<file path="config.mk">
export PLATFORM = sky130hd
export DESIGN_NAME = load_store_unit
export DESIGN_NICKNAME = d
export VERILOG_FILES = /design/src/rtl/load_store_unit.sv
export SDC_FILE = /design/constraint.sdc
export NUM_CORES = 1
export LEC_CHECK = 0
export CELL_PAD_IN_SITES_DETAIL_PLACEMENT = 0
export CELL_PAD_IN_SITES_GLOBAL_PLACEMENT = 1
export CORE_ASPECT_RATIO = 1.1
export CORE_MARGIN = 3
export CORE_UTILIZATION = 34
export CTS_CLUSTER_DIAMETER = 60
export DETAILED_ROUTE_END_ITERATION = 6
export GPL_TIMING_DRIVEN = 0
export PLACE_DENSITY = 0.89
export SYNTH_ARGS = -nofsm -noshare
export SYNTH_HDL_FRONTEND = slang
export SYNTH_SLANG_ARGS = --single-unit
</file>
<file path="constraint.sdc">
create_clock -name clk -period 3 [get_ports clk]
set_clock_uncertainty 0.15 [all_clocks]
set_input_delay 0.45 -clock clk [delete_from_list [all_inputs] [get_ports clk]]
set_output_delay 0.45 -clock clk [all_outputs]
set_load 0.05 [all_outputs]
</file>
<file path="src/rtl/load_store_unit.sv">
// Load/store unit: aligned byte/half/word accesses to a word-wide data_memory, big-endian lanes.
// Latency from acceptance edge: trap 1, load 2, word store 2, sub-word store (read-merge-write) 3.
// Backpressure: req_ready is high only in IDLE, so one request is in flight at a time.
module load_store_unit #(
  parameter int unsigned WORD_ADDR = 1
) (
  input  logic        clk,
  input  logic        reset,
  input  logic        req_valid,
  output logic        req_ready,
  input  logic        req_store,
  input  logic [1:0]  req_size,
  input  logic        req_signed,
  input  logic [31:0] req_addr,
  input  logic [31:0] req_wdata,
  output logic        resp_valid,
  output logic [31:0] resp_rdata,
  output logic        resp_trap,
  output logic [31:0] mem_addr,
  output logic [31:0] mem_write_data,
  output logic        mem_memwrite,
  input  logic [31:0] mem_read_data
);

  typedef enum logic [1:0] {
    IDLE   = 2'd0,
    ACCESS = 2'd1,
    WRITE  = 2'd2,
    RESP   = 2'd3
  } state_e;

  localparam logic [1:0] SZ_BYTE = 2'b00;
  localparam logic [1:0] SZ_HALF = 2'b01;
  localparam logic [1:0] SZ_WORD = 2'b10;

  state_e      state_q, state_d;
  logic        store_q, store_d;
  logic [1:0]  size_q, size_d;
  logic        signed_q, signed_d;
  logic [31:0] addr_q, addr_d;
  logic [31:0] wdata_q, wdata_d;
  logic [31:0] merge_q, merge_d;
  logic [31:0] rdata_q, rdata_d;
  logic        trap_q, trap_d;

  logic        req_misaligned;
  logic [7:0]  byte_lane;
  logic [15:0] half_lane;
  logic [31:0] load_ext;
  logic [31:0] merged_word;

  // Alignment of the incoming request; reserved size always traps.
  always_comb begin
    req_misaligned = 1'b0;
    case (req_size)
      SZ_BYTE: req_misaligned = 1'b0;
      SZ_HALF: req_misaligned = req_addr[0];
      SZ_WORD: req_misaligned = (req_addr[1:0] != 2'b00);
      default: req_misaligned = 1'b1;
    endcase
  end

  // Lane selection and extension of read data; offset 0 is the most significant byte.
  always_comb begin
    byte_lane = 8'h00;
    case (addr_q[1:0])
      2'd0:    byte_lane = mem_read_data[31:24];
      2'd1:    byte_lane = mem_read_data[23:16];
      2'd2:    byte_lane = mem_read_data[15:8];
      default: byte_lane = mem_read_data[7:0];
    endcase
    half_lane = addr_q[1] ? mem_read_data[15:0] : mem_read_data[31:16];
    case (size_q)
      SZ_BYTE: load_ext = {{24{signed_q & byte_lane[7]}}, byte_lane};
      SZ_HALF: load_ext = {{16{signed_q & half_lane[15]}}, half_lane};
      default: load_ext = mem_read_data;
    endcase
  end

  // Insert the store lane into the word currently held in memory.
  always_comb begin
    merged_word = mem_read_data;
    if (size_q == SZ_BYTE) begin
      case (addr_q[1:0])
        2'd0:    merged_word = {wdata_q[7:0], mem_read_data[23:0]};
        2'd1:    merged_word = {mem_read_data[31:24], wdata_q[7:0], mem_read_data[15:0]};
        2'd2:    merged_word = {mem_read_data[31:16], wdata_q[7:0], mem_read_data[7:0]};
        default: merged_word = {mem_read_data[31:8], wdata_q[7:0]};
      endcase
    end else begin
      merged_word = addr_q[1] ? {mem_read_data[31:16], wdata_q[15:0]}
                              : {wdata_q[15:0], mem_read_data[15:0]};
    end
  end

  // Next-state logic; response registers only change on entry to RESP so they hold between responses.
  always_comb begin
    state_d  = state_q;
    store_d  = store_q;
    size_d   = size_q;
    signed_d = signed_q;
    addr_d   = addr_q;
    wdata_d  = wdata_q;
    merge_d  = merge_q;
    rdata_d  = rdata_q;
    trap_d   = trap_q;

    case (state_q)
      IDLE: begin
        if (req_valid) begin
          store_d  = req_store;
          size_d   = req_size;
          signed_d = req_signed;
          addr_d   = req_addr;
          wdata_d  = req_wdata;
          if (req_misaligned) begin
            state_d = RESP;
            trap_d  = 1'b1;
            rdata_d = 32'h0;
          end else begin
            state_d = ACCESS;
          end
        end
      end
      ACCESS: begin
        if (!store_q) begin
          rdata_d = load_ext;
          trap_d  = 1'b0;
          state_d = RESP;
        end else if (size_q == SZ_WORD) begin
          rdata_d = 32'h0;
          trap_d  = 1'b0;
          state_d = RESP;
        end else begin
          merge_d = merged_word;
          state_d = WRITE;
        end
      end
      WRITE: begin
        rdata_d = 32'h0;
        trap_d  = 1'b0;
        state_d = RESP;
      end
      default: begin
        state_d = IDLE;
      end
    endcase
  end

  // State and datapath registers; reset aborts any in-flight request.
  always_ff @(posedge clk) begin
    if (reset) begin
      state_q  <= IDLE;
      store_q  <= 1'b0;
      size_q   <= 2'b00;
      signed_q <= 1'b0;
      addr_q   <= 32'h0;
      wdata_q  <= 32'h0;
      merge_q  <= 32'h0;
      rdata_q  <= 32'h0;
      trap_q   <= 1'b0;
    end else begin
      state_q  <= state_d;
      store_q  <= store_d;
      size_q   <= size_d;
      signed_q <= signed_d;
      addr_q   <= addr_d;
      wdata_q  <= wdata_d;
      merge_q  <= merge_d;
      rdata_q  <= rdata_d;
      trap_q   <= trap_d;
    end
  end

  // Memory-side and handshake outputs; the write strobe is masked by reset so an abort never writes.
  always_comb begin
    req_ready      = (state_q == IDLE);
    resp_valid     = (state_q == RESP);
    resp_rdata     = rdata_q;
    resp_trap      = trap_q;
    mem_addr       = (WORD_ADDR != 0) ? {2'b00, addr_q[31:2]} : {addr_q[31:2], 2'b00};
    mem_write_data = (state_q == WRITE) ? merge_q : wdata_q;
    mem_memwrite   = ~reset & (((state_q == ACCESS) & store_q & (size_q == SZ_WORD)) |
                               (state_q == WRITE));
  end

endmodule
</file>
==> out/results.txt, run 1 <==
Status = completed
Combinational power share = 0.414
Max Freq = 340.7 MHz
Share of layout cells above drive strength 1 = 0.1398
R2R Path Start = state_q[0]
FF+latch count, synth = 135
CTS Buf Count = 17
WL per Instance = 18.28 um
Pwr Density = 799.4 mW/mm^2
Hold Vio Cnt, Final = 0
H-tree levels = 4
Worst skew pair latency = 420 ps
Hold Path End = wdata_q[28]
Clock buffer depth = 2
GRT Residual Overflow = 0
Post-CTS setup buffer count = 0
Synth top area cells = dfxtp_1 (42%), nand2_1 (8.5%), a21oi_1 (7.1%)
FP Rows = 51
Worst Hold Class = flop to flop
Commonest cells in the netlist = nand2_1 (145), dfxtp_1 (135), a21oi_1 (91), clkbuf_1 (41), mux2_2 (35)
Number of max-cap violations = 0
Switching Share = 0.3951
Total clock sinks = 135
Chip height = 149.6 um
CP Data Required Time = 2400 ps
EDFF count, synth = 0
Slew HR = 0.4816
Max Transition Viols Final = 0
Gpl congestion = 0.9576
Worst-margin pin slew = 773.3 ps
Pint = 4.468 mW
Syn Inst Count = 736
Gr usage total = 0.2160
CP startpoint kind = flop
TritonCTS clock tree = done
First-pass GRT wire length = 33930 um
Net Switching = 2.919 mW
Syn_area_per_cell = 8.665 um^2
Clk pwr share = 0.287
Hold_ws = 301.4 ps
Count leader, synth = nand2_1
Starting Density = 0.3531
TritonRoute pass-1 iters = 5
Hold Crit Start = wdata_q[28]
Hold Path Depth = 2
Post-synthesis cell area = 0.006377 mm^2
RSZ-0062 raised after global routing = yes
Period minus WS final = 2935 ps
Setup TNS = 0 ps
Cell accounting for the most synthesized area = dfxtp_1
Top_reg_cell synth = dfxtp_1
Via density = 5.131
Worst reg-to-reg path cell count = 7
R2R Path End = resp_rdata[7]
Die X = 136.6 um
CP Data Arrival Time = 2340 ps
Seq/Total Area, Yosys = 0.4238
DR DRC count = 0
Syn. warnings = 0
Netlist cell types = 57
Critical path class = flop to output port
Leak Pwr = 3.697 nW
Die area = 0.02044 mm^2
Ports = 203
# diodes = 0
Flop pwr share = 0.299
Post-synth ARST share = 0
Port Buf Inserts = 200
Vias in the first global route = 6110
Final WL = 22010 um
Routed Antenna Nets = 0
CP endpoint kind = output port
Placeable core region = 0.01806 mm^2
Reg2reg setup slack = 340 ps
Initial DRC count = 391
Clk slew on worst S/H paths = 60 ps
Largest net degree at the start of global routing = 20
Nets = 1061
Top cell type's share of synthesized area = 0.4238
Final HPWL DP = 16940 um
Peak supply drop = 0.0004885 V
Via count = 6178
Final period utilization = 0.9785
Area growth syn-to-layout = 44.91%
Final setup violation count = 0
Initial antenna violation count = 0
Root buf cell = clkbuf_16
Final core utilization = 0.5117
Crit path max fanout = 10
==> power groups by stage <==
stage / combinational [mW] / clock [mW] / sequential [mW]
3_3_place_gp: 3.09 / 0 / 2.24
2_1_floorplan: 2.00 / 0 / 2.31
6_report: 3.06 / 2.12 / 2.21
4_1_cts: 3.06 / 2.15 / 2.21
5_1_grt: 3.28 / 2.24 / 2.24
3_5_place_dp: 3.10 / 0 / 2.25
==> state kept, by name, summed over array words and instances, names as in the netlist, 2 cells and up <==
register,flops
resp_rdata,32
wdata_q,32
state_q,2
size_q,2
addr_q,32
merge_q,32
==> routing by layer <==
metal  up-vias  GRT usage  wire length, um
met5         -          0                0
met4         0    0.08518              570
met3        43    0.06624             2002
met2       247     0.3466            10250
met1      2880     0.2704             9188
li1       3008          -                -
==> cells by family after synthesis <==
| logic type | synth area share |
|---|---|
| flops | 0.4238 |
| buf+inv | 0.08103 |
| mux | 0.09712 |
| compound gates | 0.2413 |
| simple gates | 0.1483 |
| fa+ha+maj | 0.007848 |
| other cells | 0.0005880 |
==> cell usage in the layout, fill, tap and decap left out, types with 3 or more instances in the layout <==
cell type	instances
mux2i_1	21
a32o_1	9
a22o_1	14
o2bb2ai_1	6
nor2b_1	20
o211ai_1	5
mux2_2	35
a211oi_1	5
buf_2	11
o21a_1	5
clkdlybuf4s50_1	171
buf_1	3
clkbuf_16	17
ha_1	3
o22ai_1	5
o2bb2ai_2	10
clkinv_2	6
o21ai_0	33
nand2_1	145
dfxtp_1	135
dlygate4sd2_1	28
clkbuf_4	3
nor2_1	18
inv_1	11
nand3b_1	3
a21oi_1	91
nand3_1	5
clkbuf_1	38
bufinv_16	3
a221oi_1	20
or3_1	3
buf_4	32
nand2b_1	8
==> worst max-delay path by stage <==
stage / start / cells after the start / slack, ps / end
2_1_floorplan: state_q[0] / 6 / 570 / mem_memwrite
3_5_place_dp: reset / 5 / -220 / mem_memwrite
3_3_place_gp: reset / 5 / -230 / mem_memwrite
4_1_cts: reset / 5 / 30 / mem_memwrite
6_report: size_q[1] / 4 / 60 / mem_memwrite
5_1_grt: size_q[1] / 4 / -50 / mem_memwrite
==> metrics by stage <==
| step | worst slack, ps | area (um^2) | cells | power (mW) |
|---|---|---|---|---|
| floorplan | 572.1 | 6381 | 737 | 4.315 |
| global placement | -226.8 | 8681 | 1175 | 5.324 |
| detailed placement | -222.9 | 8681 | 1175 | 5.347 |
| CTS | 28.88 | 9238 | 1204 | 7.421 |
| global route | -49.43 | 9241 | 1204 | 7.759 |
| finish | 64.53 | 9241 | 1204 | 7.387 |
==> worst max-delay path, cell delays in order (launching register included) <==
cell	delay (ps)
dfxtp_1	520
clkbuf_1	460
a41oi_1	280
nor2_1	140
clkdlybuf4s15_1	510
==> area by class of cell <==
class | count | area, um^2
fill | 1742 | 8817
multi-input combinational | 502 | 3164
sequential | 135 | 2703
timing repair buffer | 200 | 1967
buffer | 87 | 480.5
clock buffer | 21 | 460.4
tap | 238 | 297.8
clock inverter | 10 | 127.6
inverter | 11 | 41.29
==> timing repair <==
action / 4_1_cts / 5_1_grt
gates resized for setup: 36 / 3
hold buffers: 0 / 0
gates cloned: 0 / 0
endpoints found under the setup margin: 33 / 29
Power figures use the tool's default switching activity.
==> run 2: changes to the inputs <==
- SLEW_MARGIN: not set -> 20
==> results of run 2 <==
No change in the layout: final DEF, timing and power equal those of run 1.
==> run 3: changes to the inputs <==
- CORE_MARGIN: 3 -> not set
- CTS_CLUSTER_DIAMETER: 60 -> 100
==> out/results.txt, run 3 (same netlist as run 1, synthesis figures left out) <==
Placed Area = 0.008687 mm^2
Nets = 1061
Max Transition Viols Final = 0
Worst path bufs/invs = 2
Worst path cell trace = clkbuf_1 > a41oi_1 > nor2_1 > clkdlybuf4s15_2
Clk slew on worst S/H paths = 60 ps
Pwr Density = 809.0 mW/mm^2
Gpl congestion = 0.9224
Routed Antenna Nets = 0
Seq. cell area = 0.002703 mm^2
Hold_ws = 300.6 ps
Via count = 6231
Chip height = 145.6 um
Starting Density = 0.3464
CP Data Required Time = 2400 ps
Peak supply drop = 0.0004520 V
First-pass GRT wire length = 33200 um
Status = completed
Initial antenna violation count = 0
Hold Path Depth = 2
FP Rows = 52
Via density = 5.150
Area growth syn-to-layout = 45.71%
Final period utilization = 0.9552
H-tree levels = 4
Reg2reg setup slack = 330 ps
Crit path max fanout = 10
# diodes = 0
Final HPWL DP = 16400 um
Port Buf Inserts = 200
RSZ-0062 raised after global routing = no
GRT Residual Overflow = 0
CP endpoint kind = output port
Worst path max stage delay = 540 ps
Period minus WS final = 2866 ps
WL per Instance = 17.70 um
Total clock sinks = 135
FILL cells = 1783
Max Freq = 349.0 MHz
Initial DRC count = 425
Hold Crit Start = wdata_q[18]
Share of layout cells above drive strength 1 = 0.1406
Post-route cell area = 0.009293 mm^2
Die area = 0.01931 mm^2
CP startpoint kind = flop
CP Data Arrival Time = 2270 ps
Number of max-cap violations = 0
CTS Buf Count = 17
Root buf cell = clkbuf_16
Worst reg-to-reg path cell count = 7
Placeable core region = 0.01841 mm^2
Most frequent cells in the layout = clkdlybuf4s50_1 (171), nand2_1 (145), dfxtp_1 (135), a21oi_1 (91), clkbuf_1 (39)
Critical path class = flop to output port
R2R Path Start = state_q[0]
Slew HR = 0.4952
Clock buffer depth = 2
R2R Path End = resp_rdata[7]
Final setup violation count = 0
DR DRC count = 0
Cell family with most CP delay = buffers and inverters
TritonRoute pass-1 iters = 5
Gr usage total = 0.2240
Post-CTS setup buffer count = 0
Area of the multi-input gates = 0.003164 mm^2
Worst-margin pin slew = 753.2 ps
Final WL = 21420 um
Die X = 132.6 um
Commonest non-fill, non-tap cell in the layout = clkdlybuf4s50_1
Leak Pwr = 3.718 nW
Worst Hold Class = flop to flop
Power after layout = 7.517 mW
CP max stage cell = dfxtp_1
Vias in the first global route = 5966
Ports = 203
Worst skew pair latency = 420 ps
Hold Path End = wdata_q[18]
Hold Vio Cnt, Final = 0
Final core utilization = 0.5047
Largest net degree at the start of global routing = 20
TritonCTS clock tree = done
run 3: per-layer routing:
metal  GRT usage  part of all wire
met5           0                 0
met4     0.09023             0.024
met3     0.06095             0.076
met2      0.3679              0.48
met1      0.2768              0.42
run 3: final cells by class:
type	count	area share
Clock buffer	23	0.05251
Tap cell	243	0.03272
Inverter	11	0.004443
Buffer	87	0.05157
Clock inverter	9	0.01562
Timing Repair Buffer	200	0.2118
Multi-Input combinational cell	502	0.3405
Sequential cell	135	0.2908
run 3: repair_timing:
action,4_1_cts,5_1_grt
hold buffers,0,0
resized for setup,36,3
endpoints found under the setup margin,33,9
run 3: power by group:
part           leakage (nW)  switching (mW)  internal (mW)
Combinational          2.30            1.96           1.10
Sequential             1.10           0.179           2.03
Clock                 0.317           0.771           1.47
Total                  3.72            2.91           4.61
run 3: worst max-delay path by stage:
stage | slack [ps] | startpoint | end | cells past startpoint
2_1_floorplan | 570 | state_q[0] | mem_memwrite | 6
3_3_place_gp | -210 | reset | mem_memwrite | 5
3_5_place_dp | -210 | reset | mem_memwrite | 5
4_1_cts | 30 | state_q[0] | mem_write_data[27] | 5
5_1_grt | 10 | size_q[1] | mem_memwrite | 4
6_report | 130 | size_q[1] | mem_memwrite | 4
run 3: tightest hold or removal path, cell delays in order (launching register included):
cell	delay, ps
dfxtp_1	300
nand2_1	50
a21oi_1	50
run 3: metrics by stage:
| step | std cells | setup TNS, ps | setup slack (ps) |
|---|---|---|---|
| 2_1_floorplan | 737 | 0 | 572.1 |
| 3_3_place_gp | 1180 | -2737 | -207.4 |
| 3_5_place_dp | 1180 | -3433 | -207.1 |
| 4_1_cts | 1210 | 0 | 34.46 |
| 5_1_grt | 1210 | 0 | 14.82 |
| 6_report | 1210 | 0 | 134.4 |
